**config.mk**
```make
export PLATFORM = sky130hd
export DESIGN_NAME = hdmi_tmds_encoder
export DESIGN_NICKNAME = d
export VERILOG_FILES = /design/src/rtl/hdmi_tmds_encoder.sv
export SDC_FILE = /design/constraint.sdc
export NUM_CORES = 1
export LEC_CHECK = 0
export ABC_AREA = 1
export CAP_MARGIN = 15
export CORE_UTILIZATION = 45
export DETAILED_ROUTE_END_ITERATION = 12
export HOLD_SLACK_MARGIN = 0.02
export PLACE_DENSITY = 0.63
export SLEW_MARGIN = 30
export SYNTH_ARGS = -nofsm -noshare
export SYNTH_HDL_FRONTEND = slang
export SYNTH_SLANG_ARGS = --single-unit
```
**constraint.sdc**
```tcl
create_clock -name sys_clk_i -period 10.6 [get_ports sys_clk_i]
set_clock_uncertainty 0.05 [all_clocks]
set_input_delay 1.59 -clock sys_clk_i [delete_from_list [all_inputs] [get_ports sys_clk_i]]
set_output_delay 1.59 -clock sys_clk_i [all_outputs]
set_load 0.03 [all_outputs]
```
**src/rtl/hdmi_tmds_encoder.sv**
```systemverilog
`default_nettype none
// +--------------------------------------------------------------------------+
// | hdmi_tmds_encoder: RGB565 + syncs to three DVI TMDS symbols, 3-clk latency|
// | Rev 1.0                                                                  |
// +--------------------------------------------------------------------------+
module hdmi_tmds_encoder #(
  parameter int EXPAND_MODE = 1
) (
  input  logic        sys_clk_i,
  input  logic        rst_i,
  input  logic [15:0] rgb_i,
  input  logic        de_i,
  input  logic        hsync_i,
  input  logic        vsync_i,
  output logic [9:0]  tmds_ch0_o,
  output logic [9:0]  tmds_ch1_o,
  output logic [9:0]  tmds_ch2_o
);

  localparam logic [9:0] TOKEN_00 = 10'h354;
  localparam logic [9:0] TOKEN_01 = 10'h0AB;
  localparam logic [9:0] TOKEN_10 = 10'h154;
  localparam logic [9:0] TOKEN_11 = 10'h2AB;

  function automatic logic [3:0] ones8(input logic [7:0] v);
    logic [3:0] n;
    n = '0;
    for (int i = 0; i < 8; i++) n = n + {3'b000, v[i]};
    return n;
  endfunction

  // Bit 8 of the result flags XOR (1) versus XNOR (0) chaining.
  function automatic logic [8:0] min_transitions(input logic [7:0] d);
    logic [8:0] q;
    logic [3:0] n1;
    logic       use_xnor;
    n1       = ones8(d);
    use_xnor = (n1 > 4'd4) || ((n1 == 4'd4) && !d[0]);
    q[0]     = d[0];
    for (int i = 1; i < 8; i++)
      q[i] = use_xnor ? ~(q[i-1] ^ d[i]) : (q[i-1] ^ d[i]);
    q[8] = ~use_xnor;
    return q;
  endfunction

  function automatic logic [9:0] ctrl_token(input logic [1:0] c);
    logic [9:0] t;
    case (c)
      2'b00:   t = TOKEN_00;
      2'b01:   t = TOKEN_01;
      2'b10:   t = TOKEN_10;
      default: t = TOKEN_11;
    endcase
    return t;
  endfunction

  logic [7:0] r8;
  logic [7:0] g8;
  logic [7:0] b8;

  generate
    if (EXPAND_MODE == 1) begin : g_exp_msb
      assign r8 = {rgb_i[15:11], rgb_i[15:13]};
      assign g8 = {rgb_i[10:5],  rgb_i[10:9]};
      assign b8 = {rgb_i[4:0],   rgb_i[4:2]};
    end else begin : g_exp_zero
      assign r8 = {rgb_i[15:11], 3'b000};
      assign g8 = {rgb_i[10:5],  2'b00};
      assign b8 = {rgb_i[4:0],   3'b000};
    end
  endgenerate

  logic [7:0] ch_data [3];
  logic [1:0] ch_ctrl [3];
  logic [9:0] ch_sym  [3];

  assign ch_data[0] = b8;
  assign ch_data[1] = g8;
  assign ch_data[2] = r8;
  assign ch_ctrl[0] = {vsync_i, hsync_i};
  assign ch_ctrl[1] = 2'b00;
  assign ch_ctrl[2] = 2'b00;

  generate
    for (genvar ch = 0; ch < 3; ch++) begin : g_ch
      logic [7:0]        s1_d;
      logic              s1_de;
      logic [1:0]        s1_c;
      logic [8:0]        qm;
      logic [8:0]        s2_qm;
      logic [3:0]        s2_n1;
      logic              s2_de;
      logic [1:0]        s2_c;
      logic signed [4:0] cnt;
      logic [9:0]        sym;
      logic signed [5:0] cnt_ext;
      logic signed [5:0] bal;
      logic signed [5:0] two;
      logic signed [5:0] cnt_nxt;
      logic [9:0]        sym_nxt;

      assign qm = min_transitions(s1_d);

      always_ff @(posedge sys_clk_i) begin
        if (rst_i) begin
          s1_d  <= '0;
          s1_de <= 1'b0;
          s1_c  <= '0;
          s2_qm <= '0;
          s2_n1 <= '0;
          s2_de <= 1'b0;
          s2_c  <= '0;
        end else begin
          s1_d  <= ch_data[ch];
          s1_de <= de_i;
          s1_c  <= ch_ctrl[ch];
          s2_qm <= qm;
          s2_n1 <= ones8(qm[7:0]);
          s2_de <= s1_de;
          s2_c  <= s1_c;
        end
      end

      // bal = N1q - N0q = 2*N1q - 8; two = 2*q_m[8].
      always_comb begin
        cnt_ext = {cnt[4], cnt};
        bal     = $signed({1'b0, s2_n1, 1'b0}) - 6'sd8;
        two     = s2_qm[8] ? 6'sd2 : 6'sd0;
        sym_nxt = ctrl_token(s2_c);
        cnt_nxt = '0;
        if (s2_de) begin
          if ((cnt == 5'sd0) || (s2_n1 == 4'd4)) begin
            sym_nxt = {~s2_qm[8], s2_qm[8], s2_qm[8] ? s2_qm[7:0] : ~s2_qm[7:0]};
            cnt_nxt = s2_qm[8] ? (cnt_ext + bal) : (cnt_ext - bal);
          end else if ((!cnt[4] && (s2_n1 > 4'd4)) || (cnt[4] && (s2_n1 < 4'd4))) begin
            sym_nxt = {1'b1, s2_qm[8], ~s2_qm[7:0]};
            cnt_nxt = cnt_ext + two - bal;
          end else begin
            sym_nxt = {1'b0, s2_qm[8], s2_qm[7:0]};
            cnt_nxt = cnt_ext + bal - 6'sd2 + two;
          end
        end
      end

      always_ff @(posedge sys_clk_i) begin
        if (rst_i) begin
          cnt <= '0;
          sym <= TOKEN_00;
        end else begin
          cnt <= cnt_nxt[4:0];
          sym <= sym_nxt;
        end
      end

      assign ch_sym[ch] = sym;
    end
  endgenerate

  assign tmds_ch0_o = ch_sym[0];
  assign tmds_ch1_o = ch_sym[1];
  assign tmds_ch2_o = ch_sym[2];

endmodule
`default_nettype wire

```
==> out/summary.md, run 1 <==
The repair_antennas step left the layout with diodes totalling 0. The worst stage delay on the critical path is 0.56 ns. The origin of the worst min-delay path is g_ch[0].s1_c[1]. The via count of the first global-routing pass is 4,296.

The number of different library cells used by synthesis comes to 35. The highest clock rate is 176.4 MHz, and the count of pins on the block boundary is 51. For this run, the total global-route usage over all layers was measured as 16.92%. Number of synthesized flops with an enable pin: 0.

The flow ran to the end, and the final reports show no timing, DRC or antenna violations. The library cell used most frequently in the layout, excluding fill and tap cells, is nand2_1. Clock-pin slew was measured on the worst setup and hold paths at 0.07 ns. The run gives 54.20% as the max-slew headroom at the worst pin.

The maximum number of pins on one net before global-route repair is 67, and the via density per instance is 4.501. STA puts the critical path data arrival time at 5.84 ns. The fill cell instance count of the final layout came out at 1,335. The worst path uses 53.48% of the clock period. The worst path needs 5.669 ns of the cycle, external delays included.

By area the synthesized netlist is led by dfxtp_1 (32%), ha_1 (12%), fa_1 (11%). For the via count, the log shows 4,798. TritonCTS built the clock tree. The number of sinks driven by the clock tree was 103. The buffers plus inverters on the worst setup path works out to 6. The tools report the number of endpoints failing setup at the final stage as 0. The wire-length estimate of the detail-placed layout is 8920 um. The tools report the internal power of the cells as 0.9662 mW. The slowest stage of the critical path is the fa_1 cell. The logs give 10.77 ns for the required time of the critical path and 13,990 um^2 for the core footprint. For this configuration, the core starts out at a cell density of 46.52%. Dividing total power by cell area gives a power density of 219.0 nW/um^2. For the pin with the worst max-slew slack, the measured transition is 0.6870 ns. Max-cap violations in this run came to 0.

The first global-routing pass estimated 19,830 um of wire. Sequential elements use 31.69% of the synthesized area. Compared with the post-synthesis result, the final layout area differs by 15.29%. The post-synthesis instance total is 830, and the average routed wire per standard cell is 10.71 um. The cell type with the highest occurrence count on the critical path was fa_1. In the layout the commonest cells are nand2_1 (168), inv_1 (165), dfxtp_1 (103).

For the number of buffers added by the clock tree synthesis step, the log shows 9. The proportion of layout cells with a drive suffix above 1 was 6.659%; the share of total power consumed by net switching was 41.21%. After synthesis the netlist holds a flip-flop and latch count of 103. The sum of negative setup slack came out at 0 ns. For the leakage power summed over all cells, the log shows 3.763 nW. Along the worst path, the maximum fanout reaches 7. The async set-or-reset flop fraction in the synthesized netlist was 0%; the row count was 43. The logs give 0.8499 for the global placement routability congestion and 20.6% for the clock group share of total power. Master cell of the clock root buffer: clkbuf_16. The tools report the clock network latency to the later pin of the worst-skew pair as 0.35 ns. In this run, post-CTS repair resized a total of 0 instances. The final layout contains routed wiring with a total length of 11,420 um. For this run, design rule violations remaining after detail routing come to 0.

After global routing the overflow that remains totals 0. The number of search-and-repair iterations in the first detailed-routing pass came out at 4. The share of Yosys cell area claimed by the top area cell type works out to 31.69%. Across the VDD grid, the largest voltage drop is 0.1127 mV. Die outline width: 122.3 um. Setup repair after global routing left no endpoint under its margin. The largest delay contributor family on the critical path was adder cells. Counting every net in the synthesized netlist gives 950.

The die boundary height was 122.3 um. In the synthesized netlist the dominant register cell turns out to be dfxtp_1. Combinational cells account for 50.4% of the total power. The detailed router finished its first iteration with 221 violations. The worst hold endpoint is g_ch[0].s2_c[1]. The number of warnings reported in the yosys synthesis log is 0. The switching component of the power is 0.6772 mW. The type of the worst setup path was reg -> reg. For flop-to-flop paths, the worst setup slack is 4.93 ns. The count of nets after finishing came out at 1,001.

The worst register-to-register path has a depth of 26. The largest total area in the synthesized netlist belongs to dfxtp_1. The sequential cell fraction of total power was 29.0%; the mean cell area of the mapped netlist was 7.840 um^2.

The maximum clock path buffer count is 2, and the area enclosed by the die boundary is 14,950 um^2. The worst register-to-register path begins at g_ch[1].s1_d[1]. Along the worst hold path, the cell count comes to 2. The min-delay analysis places its worst path in the category reg -> reg. The nature of the critical path startpoint was a flop.

Endpoint of the most critical register-to-register path: g_ch[1].s2_n1[2]. The count of buffers from port buffering is 50, and the number of failing hold endpoints at the final stage is 0. The initial antenna violation count is 0, and the number of buffers inserted to repair setup after CTS is 0.

In this run the remaining antenna-violating nets after routing total 0. The run gives 0 as the count of hold buffers inserted by post-cts repair. The kind of capture point of the worst setup path is a flop. The synthesized area is 6507 um^2. The logs give 0 for the total count of max-transition violations in the final report and 3 for the H-tree depth.

Hold is met by 0.3521 ns.
-- layout make-up --
cell class                 count  area (um^2)  area share, %
multi-input combinational    539         3741          49.87
sequential                   103         2062          27.49
inverter                     176        660.6          8.806
timing repair buffer          52        510.5          6.805
clock buffer                   9        225.2          3.002
tap                          180        225.2          3.002
clock inverter                 7        77.57          1.034
-- per-layer routing --
metal / GRT usage, % / part of all wire (%) / vias to the layer above
met2: 25.04 / 44 / 60
met3: 3.160 / 3.3 / 12
met4: 5.945 / 1.5 / 0
met5: 0 / 0 / -
met1: 24.51 / 52 / 2114
li1: - / - / 2612
-- kinds of logic (layout without fill, tap and decap cells) --
group	count (synthesis)	after routing	share of synthesized area (%)
simple gates	318	318	20.67
buf+inv	188	244	10.86
flops	103	103	31.69
fa+ha+maj	99	99	23.19
compound gates	78	78	7.037
xor+xnor	44	44	6.557
-- cell usage after synthesis, types with 2 or more instances --
cell type,instances
a21oi_1,34
a22oi_1,2
a31oi_1,3
clkbuf_1,11
dfxtp_1,103
fa_1,36
ha_1,63
inv_1,165
inv_2,10
nand2_1,168
nand2_2,6
nand3_1,53
nand3b_1,6
nor2_1,69
o211ai_1,8
o21ai_0,20
o21ai_1,2
o21ai_2,5
or2_1,3
or2_2,9
xnor2_1,9
xnor2_2,2
xor2_1,31
-- how the worst max path moves through the flow --
| stage | cells after the start | endpoint | start |
|---|---|---|---|
| 4_1_cts | 26 | g_ch[1].s2_n1[2] | g_ch[1].s1_d[1] |
| 3_3_place_gp | 26 | g_ch[1].s2_n1[2] | g_ch[1].s1_d[1] |
| 6_report | 26 | g_ch[1].s2_n1[2] | g_ch[1].s1_d[1] |
| 5_1_grt | 26 | g_ch[1].s2_n1[2] | g_ch[1].s1_d[1] |
| 3_5_place_dp | 26 | g_ch[1].s2_n1[2] | g_ch[1].s1_d[1] |
| 2_1_floorplan | 26 | g_ch[1].s2_n1[2] | g_ch[1].s1_d[1] |
-- sequential cells by signal, indices dropped and copies added (netlist names) --
name,count
g_ch.s2_qm,27
g_ch.s1_d,16
g_ch.cnt,12
g_ch.s2_n1,12
tmds_ch0_o,10
tmds_ch1_o,10
tmds_ch2_o,10
g_ch.s1_c,2
g_ch.s2_c,2
g_ch.s1_de,1
g_ch.s2_de,1
-- metrics by stage --
step / power (mW) / setup WS (ns) / std cells / util (%) / area [um^2]
CTS: 1.664 / 4.893 / 1066 / 53.63 / 7502
finish: 1.643 / 4.931 / 1066 / 53.63 / 7502
detailed placement: 1.319 / 4.917 / 1050 / 51.47 / 7199
global placement: 1.310 / 5.023 / 1050 / 51.47 / 7199
floorplan: 1.151 / 5.165 / 830 / - / 6507
global route: 1.832 / 4.598 / 1066 / 53.63 / 7502
-- power groups by stage --
stage | clock network (mW) | registers, mW | logic (mW)
floorplan | 0 | 0.486 | 0.665
global placement | 0 | 0.485 | 0.825
detailed placement | 0 | 0.486 | 0.834
CTS | 0.348 | 0.477 | 0.839
global route | 0.363 | 0.485 | 0.984
finish | 0.338 | 0.476 | 0.829
-- worst reg2reg max path: stages (launching register included) --
cell and delay, ns:
dfxtp_1 0.38, inv_1 0.11, fa_1 0.56, fa_1 0.42, fa_1 0.49, inv_1 0.04
ha_1 0.20, fa_1 0.48, nor2_1 0.04, nand2_1 0.06, nand2_1 0.06, nand2_2 0.15
inv_2 0.05, nand2_1 0.07, nand2_1 0.11, fa_1 0.49, inv_1 0.07, nand3_1 0.09
nand2_1 0.07, inv_1 0.04, ha_1 0.28, fa_1 0.49, ha_1 0.16, inv_1 0.06
fa_1 0.37, xor2_1 0.14, nor2_1 0.05
Note: power is estimated with default switching activity, not from simulation.
==> run 2: changes to the inputs <==
--- a/config.mk
+++ b/config.mk
@@ -10,7 +10,7 @@
 export CORE_UTILIZATION = 45
 export DETAILED_ROUTE_END_ITERATION = 12
 export HOLD_SLACK_MARGIN = 0.02
-export PLACE_DENSITY = 0.63
+export PLACE_DENSITY = 0.66
 export SLEW_MARGIN = 30
 export SYNTH_ARGS = -nofsm -noshare
 export SYNTH_HDL_FRONTEND = slang
==> constraint.sdc (replaced) <==
create_clock -name sys_clk_i -period 5.05 [get_ports sys_clk_i]
set_clock_uncertainty 0.05 [all_clocks]
set_input_delay 0.7575 -clock sys_clk_i [delete_from_list [all_inputs] [get_ports sys_clk_i]]
set_output_delay 0.7575 -clock sys_clk_i [all_outputs]
set_load 0.03 [all_outputs]
==> run 2 against run 1 <==
Sequential power up 110%; setup slack got worse by 5.2 ns; the run now ends with setup timing left; final cell count is 4.0% higher; die area stayed put; core utilization is 4.2 points higher; highest routed layer unchanged; register-to-register slack lost 5.2 ns; flip-flop and latch count unchanged.
==> out/summary.md, run 2 (synthesis gave the netlist of run 1 again) <==
Slew of the pin with the lowest slew margin: 0.6862 ns. The first global-routing pass estimated 20,750 um of wire. The largest registers in the layout are g_ch.s2_qm (27), g_ch.s1_d (16). In the global route stage, met2 resource usage came out at 27.98%.

Cell at the slowest stage of the critical path: fa_1. The flow ran to the end, but the final reports show violations. Of the total power, combinational logic draws 52.7%. STA puts the critical path data arrival time at 5.54 ns. The type of the worst setup path was reg -> reg.

The synthesis-to-layout area growth was 24.42%; the number of sinks driven by the clock tree was 103. The worst register-to-register path begins at g_ch[1].s1_d[1]. The highest-utilization routing layer at the global route stage is met2. The proportion of layout cells with a drive suffix above 1 came out at 16.36%. For this design the ratio of total power to cell area is 468.0 nW/um^2.

The pre-CTS worst setup slack is -0.3729 ns, and the worst supply voltage drop on vdd is 0.2345 mV. The number of search-and-repair iterations in the first detailed-routing pass came out at 4. The largest delay contributor family on the critical path is adder cells.

For the sequential cell fraction of total power, the log shows 26.4%. The worst setup path is launched from a flop. The maximum clock path buffer count was 2. Once the floorplan was initialized, standard cells occupied 46.52% of the core. The worst stage delay on the critical path works out to 0.54 ns. The clock network burns 20.9% of the power.

The count of buffers from port buffering is 50, and the routed wire length is 12,120 um. Fill cells in the final layout number 1,260. The logs give -0.3181 ns for the smallest setup slack after layout and 186.3 MHz for the highest clock rate. The run gives 4,611 as the via count of the first global-routing pass. At the end of routability-driven placement, the weighted congestion stood at 0.8806. The average routed wire per standard cell was 10.93 um. The share of total power consumed by net switching works out to 39.66%. The library cells used most frequently in the layout, excluding fill and tap cells, are inv_1 (156), nand2_1 (156), dfxtp_1 (96). The flip-flop count of the largest register after layout came out at 27.

The clock network latency to the later pin of the worst-skew pair was 0.36 ns. The required time of the critical path is 5.22 ns. The initialized floorplan defines 43 standard-cell rows. Largest register by flop count: g_ch.s2_qm. In this run the worst path has a maximum fanout of 4. The logs give 51 for the count of pins on the block boundary and 13,990 um^2 for the core footprint. The clock-pin transition on the worst setup and hold timing paths works out to 0.07 ns. For this run, global-route usage on met3 was measured as 3.206%. The run gives 0 as the initial antenna violation count.

The number of cells on the worst hold path came out at 2. The via count is 4,997, and the cell count of the worst reg-to-reg path is 25. In this run the static leakage power is 3.999 nW. The final reports fail on setup timing.

The count of nets left with antenna violations once routing finished came out at 0. Across the run, the number of max-cap violations was 0. TritonCTS built the clock tree. The count of nets after finishing was 1,044. Termination of the worst setup path: g_ch[1].s2_n1[1]. Headroom to the max-slew limit came out at 54.25%. The tools report the area enclosed by the die boundary as 14,950 um^2. The number of remaining DRC errors is 0.

Setup repair after global routing could not meet its margin everywhere. From bottom edge to top edge, the die measures 122.3 um. For this design the total switching power over the nets is 1.503 mW.

The tools report the master cell of the clock root buffer as clkbuf_16. The number of antenna diodes in the final layout is 0. The met1 usage in global routing came out at 23.99%. The buffers plus inverters on the worst setup path was 6. The die outline width is 122.3 um, and the total routing resource utilization after global routing is 17.75%. For the number of failing hold endpoints at the final stage, the log shows 0.

The logic depth of the worst setup path including buffers was 25. Setup violations remaining at the end of the flow were counted as 3. The clock tree synthesis step divided the H-tree into 3 levels.

The number of buffers added by the clock tree synthesis step is 9. The worst setup path is captured at a flop. The detailed router finished its first iteration with 174 violations. Detailed placement HPWL: 9294 um. The total count of max-transition violations in the final report is 0, and the post-route fraction of the period consumed by the critical path is 106.3%. The worst hold path belongs to the class reg -> reg. The run gives 67 as the maximum number of pins on one net before global-route repair.

For this design, the CTS-stage hold fixing added 0 buffers. Reg2reg setup slack: -0.32 ns. Cell type with the highest occurrence count on the critical path: fa_1.

Leftover overflow at the end of global routing: 0. The internal portion of the total power is 2.286 mW. The clock period minus final worst setup slack is 5.368 ns.

The run gives -0.5949 ns as the sum of negative setup slack. The endpoint of the most critical register-to-register path was g_ch[1].s2_n1[1]. The via density per instance works out to 4.506.

Tracing the worst setup path back leads to its startpoint at g_ch[1].s1_d[1].
run 2: stage by stage:
stage	std cells	hold slack, ns	power, mW	util [%]	cell area, um^2
6_report	1109	0.3515	3.789	57.88	8097
2_1_floorplan	830	0.3383	2.430	-	6564
3_3_place_gp	1084	0.3463	2.831	53.69	7511
4_1_cts	1102	0.3511	3.746	56.77	7941
3_5_place_dp	1084	0.3420	2.880	53.69	7511
5_1_grt	1109	0.3677	4.196	57.88	8097
run 2: power by group through the flow:
| stage | clock network (mW) | registers, mW | logic, mW |
|---|---|---|---|
| 4_1_cts | 0.814 | 1.00 | 1.93 |
| 5_1_grt | 0.845 | 1.02 | 2.34 |
| 3_5_place_dp | 0 | 1.02 | 1.86 |
| 3_3_place_gp | 0 | 1.02 | 1.82 |
| 6_report | 0.793 | 1.00 | 2.00 |
| 2_1_floorplan | 0 | 1.02 | 1.41 |
run 2: per-layer routing:
layer  vias up  routed length [um]  part of all wire (%)
met1      2214                6036                    50
li1       2696                   -                     -
met3        15                 365                   3.0
met2        72                5490                    45
met5         -                   0                     0
met4         0                 229                   1.9
run 2: tightest hold or removal path, stage by stage, from the launching register on:
cell and delay, ns:
dfxtp_1 0.30, inv_1 0.04, nor2_1 0.03
run 2: how the worst min path moves through the flow:
stage,start,endpoint,slack (ns)
final,g_ch[0].s1_c[1],g_ch[0].s2_c[1],0.35
after detailed placement,g_ch[0].s1_c[1],g_ch[0].s2_c[1],0.34
after global placement,g_ch[2].s1_de,g_ch[2].s2_de,0.35
after CTS,g_ch[0].s1_c[1],g_ch[0].s2_c[1],0.35
after global routing,g_ch[0].s1_c[1],g_ch[0].s2_c[1],0.37
after floorplan,g_ch[0].s1_c[0],g_ch[0].s2_c[0],0.34
run 2: repair_timing:
action,4_1_cts,5_1_grt
setup endpoints to repair,7,9
pin swaps,12,13
endpoints found under the hold margin,0,0
gates resized for setup,21,26
setup buffers,2,7
run 2: area by class of cell:
class | count | area, um^2 | area share [%]
Tap cell | 180 | 225.2 | 2.782
Clock inverter | 5 | 106.4 | 1.314
Sequential cell | 103 | 2071 | 25.58
Multi-Input combinational cell | 539 | 3964 | 48.96
Inverter | 176 | 660.6 | 8.159
Clock buffer | 11 | 232.7 | 2.874
Timing Repair Buffer | 95 | 837.1 | 10.34
==> run 3: changes to the inputs <==
--- a/config.mk
+++ b/config.mk
@@ -11,6 +11,7 @@
 export DETAILED_ROUTE_END_ITERATION = 12
 export HOLD_SLACK_MARGIN = 0.02
 export PLACE_DENSITY = 0.66
+export RECOVER_POWER = 25
 export SLEW_MARGIN = 30
 export SYNTH_ARGS = -nofsm -noshare
 export SYNTH_HDL_FRONTEND = slang
==> run 3 against run 2 <==
The flow still finishes with violations (setup timing); largest cell class unchanged; critical endpoint unchanged; sequential power about the same; die area unchanged; power about the same.
==> out/summary.md, run 3 (synthesis gave the netlist of run 1 again) <==
The routed wire length came out at 12,130 um. The analysis attributes to cell leakage a power of 3.998 nW. The tools report the overall power as 3.788 mW. For this block, the initial DRC count from the detailed router was 174. The checks that failed: setup timing. The number of endpoints failing setup at the final stage is 3, and the core footprint is 13,990 um^2. The kind of capture point of the worst setup path is a flop. CTS saw 103 sinks.

The master cell of the clock root buffer was clkbuf_16. By instance count, the cell type seen most on the critical path is fa_1. The number of cells on the worst reg-to-reg path is 25. Clock tree synthesis inserted a total of 9 buffers. The type of the worst setup path is reg -> reg.

Maximum fanout along the worst path: 4. Largest register by flop count: g_ch.s2_qm. The tools report the via count of the first global-routing pass as 4,611.

The required time of the critical path came out at 5.22 ns. In the layout the commonest cells are nand2_1 (157), inv_1 (156), dfxtp_1 (96). Measured against its own limit, the worst slew margin works out to 54.25%. The detail route stage leaves a number of antenna-violating nets equal to 0. In this run the worst hold path is classified as reg -> reg. The row count was 43; the clock-pin transition on the worst setup and hold timing paths was 0.07 ns. The first detailed-routing pass took 4 iterations. Summed over all layers, the global routing overflow is 0. The slowest stage of the critical path is the fa_1 cell. The number of antenna diodes in the final layout is 0. Across all hold checks on the routed design, the worst slack comes to 0.3515 ns. TritonCTS built the clock tree. Synthesis-to-layout area growth: 24.30%.

Using the TritonRoute via totals, the vias-per-cell ratio works out to 4.506. The tools report the H-tree depth as 3. 51 I/O pins were placed. The count of buffers from port buffering was 50. The detailed placement HPWL is 9294 um, and the highest clock rate is 186.3 MHz.

For this run, the number of standard cells in the final layout without fillers is 1,109. The ratio of total power to cell area was 468.3 nW/um^2; the total instance count after detailed placement was 1,084. The endpoint of the most critical register-to-register path is g_ch[1].s2_n1[1]. For the final routed database, the setup TNS stands at -0.5949 ns.

Data arrives at the worst endpoint at 5.54 ns. The tool flagged a number of max-cap violations equal to 0. The initial antenna violation count was 0; the number of failing hold endpoints at the final stage was 0. For the maximum number of pins on one net before global-route repair, the log shows 67.

In the routed design, unresolved DRC markers number 0. The worst setup path is launched from a flop. Clock latency on the worst-skew pair, taken at its later pin, is 0.36 ns. The die outline width is 122.3 um, and the smallest setup slack after layout is -0.3181 ns. The clock period minus final worst setup slack came out at 5.368 ns.

The most critical setup path has its startpoint at g_ch[1].s1_d[1]. Dividing the detail-routed wire length by the instance count gives 10.94 um. In this run the worst setup path terminates at g_ch[1].s2_n1[1]. Flip-flop count of the largest register after layout: 27. The filler cells instantiated in the layout total 1,260. For the pin with the worst max-slew slack, the measured transition is 0.6862 ns. The post-detailed-placement cell area was 7511 um^2.

The final standard cell area without fillers was 8089 um^2. The die is 122.3 um tall. Setup slack on the worst reg-to-reg path comes out at -0.32 ns. The effective utilization at floorplan came out at 46.52%. Setup repair after global routing could not meet its margin everywhere. Across the VDD grid, the largest voltage drop is 0.2345 mV. Of the cells placed in the final design, the portion with a size suffix greater than 1 is 16.25%.

The largest registers in the layout are g_ch.s2_qm (27), g_ch.s1_d (16). The post-route fraction of the period consumed by the critical path is 106.3%. Global placement routability congestion: 0.8806.

In this run the critical register-to-register path is launched from g_ch[1].s1_d[1]. The most common cell after layout, fill and taps aside is nand2_1. The die covers 14,950 um^2. The total count of max-transition violations in the final report was 0; the maximum clock path buffer count was 2. The first global-routing pass estimated 20,750 um of wire. For the via count, the log shows 4,997. The final layout contains 1,044 nets. Global routing consumed, over all layers together, 17.75% of the routing resources. The flow ran to the end, but the final reports show violations.

The worst stage delay on the critical path works out to 0.54 ns.
## run 3: cell counts in the layout (fill, tap and decap cells not counted)
Identical to the previous run, type by type.
## run 3: where the power goes
part	internal, mW	switching [mW]
registers	0.914	0.0857
logic	0.886	1.11
clock network	0.486	0.308
## run 3: metal layers
| metal | track usage, % | vias to the layer above | part of all wire [%] |
|---|---|---|---|
| li1 | - | 2695 | - |
| met1 | 23.99 | 2215 | 50 |
| met2 | 27.98 | 72 | 45 |
| met3 | 3.206 | 15 | 3.1 |
| met4 | 7.088 | 0 | 1.9 |
| met5 | 0 | - | 0 |
## run 3: metrics by stage
stage / utilization, % / setup slack (ns)
2_1_floorplan: - / -0.2785
3_3_place_gp: 53.69 / -0.2882
3_5_place_dp: 53.69 / -0.3729
4_1_cts: 56.77 / -0.3088
5_1_grt: 57.83 / -0.5373
6_report: 57.83 / -0.3181
## run 3: how the worst min path moves through the flow
stage,startpoint,endpoint,slack (ns),cells after the start
after global placement,g_ch[2].s1_de,g_ch[2].s2_de,0.35,2
final,g_ch[0].s1_c[1],g_ch[0].s2_c[1],0.35,2
after floorplan,g_ch[0].s1_c[0],g_ch[0].s2_c[0],0.34,2
after detailed placement,g_ch[0].s1_c[1],g_ch[0].s2_c[1],0.34,2
after global routing,g_ch[0].s1_c[1],g_ch[0].s2_c[1],0.37,2
after CTS,g_ch[0].s1_c[1],g_ch[0].s2_c[1],0.35,2
## run 3: repair_timing
item | 4_1_cts | 5_1_grt
setup buffers | 2 | 7
endpoints found under the setup margin | 7 | 9
endpoints found under the hold margin | 0 | 0
hold buffers | 0 | 0
resized for setup | 21 | 26
pin swaps | 12 | 13
gates cloned | 0 | 0
## run 3: final cells by class
cell class                      instances  area [um^2]  area share (%)
Inverter                              176        660.6           8.167
Clock buffer                           11        232.7           2.877
Sequential cell                       103         2071           25.60
Tap cell                              180        225.2           2.784
Multi-Input combinational cell        539         3956           48.91
Clock inverter                          5        106.4           1.315
Timing Repair Buffer                   95        837.1           10.35
## run 3: worst max-delay path: cells and delay by family, from the launching register on
family	cells	cell delay (ns)
DFF	1	0.33
buffers and inverters	6	0.28
adders and majority gates	10	3.93
and+or+nand+nor	9	0.60
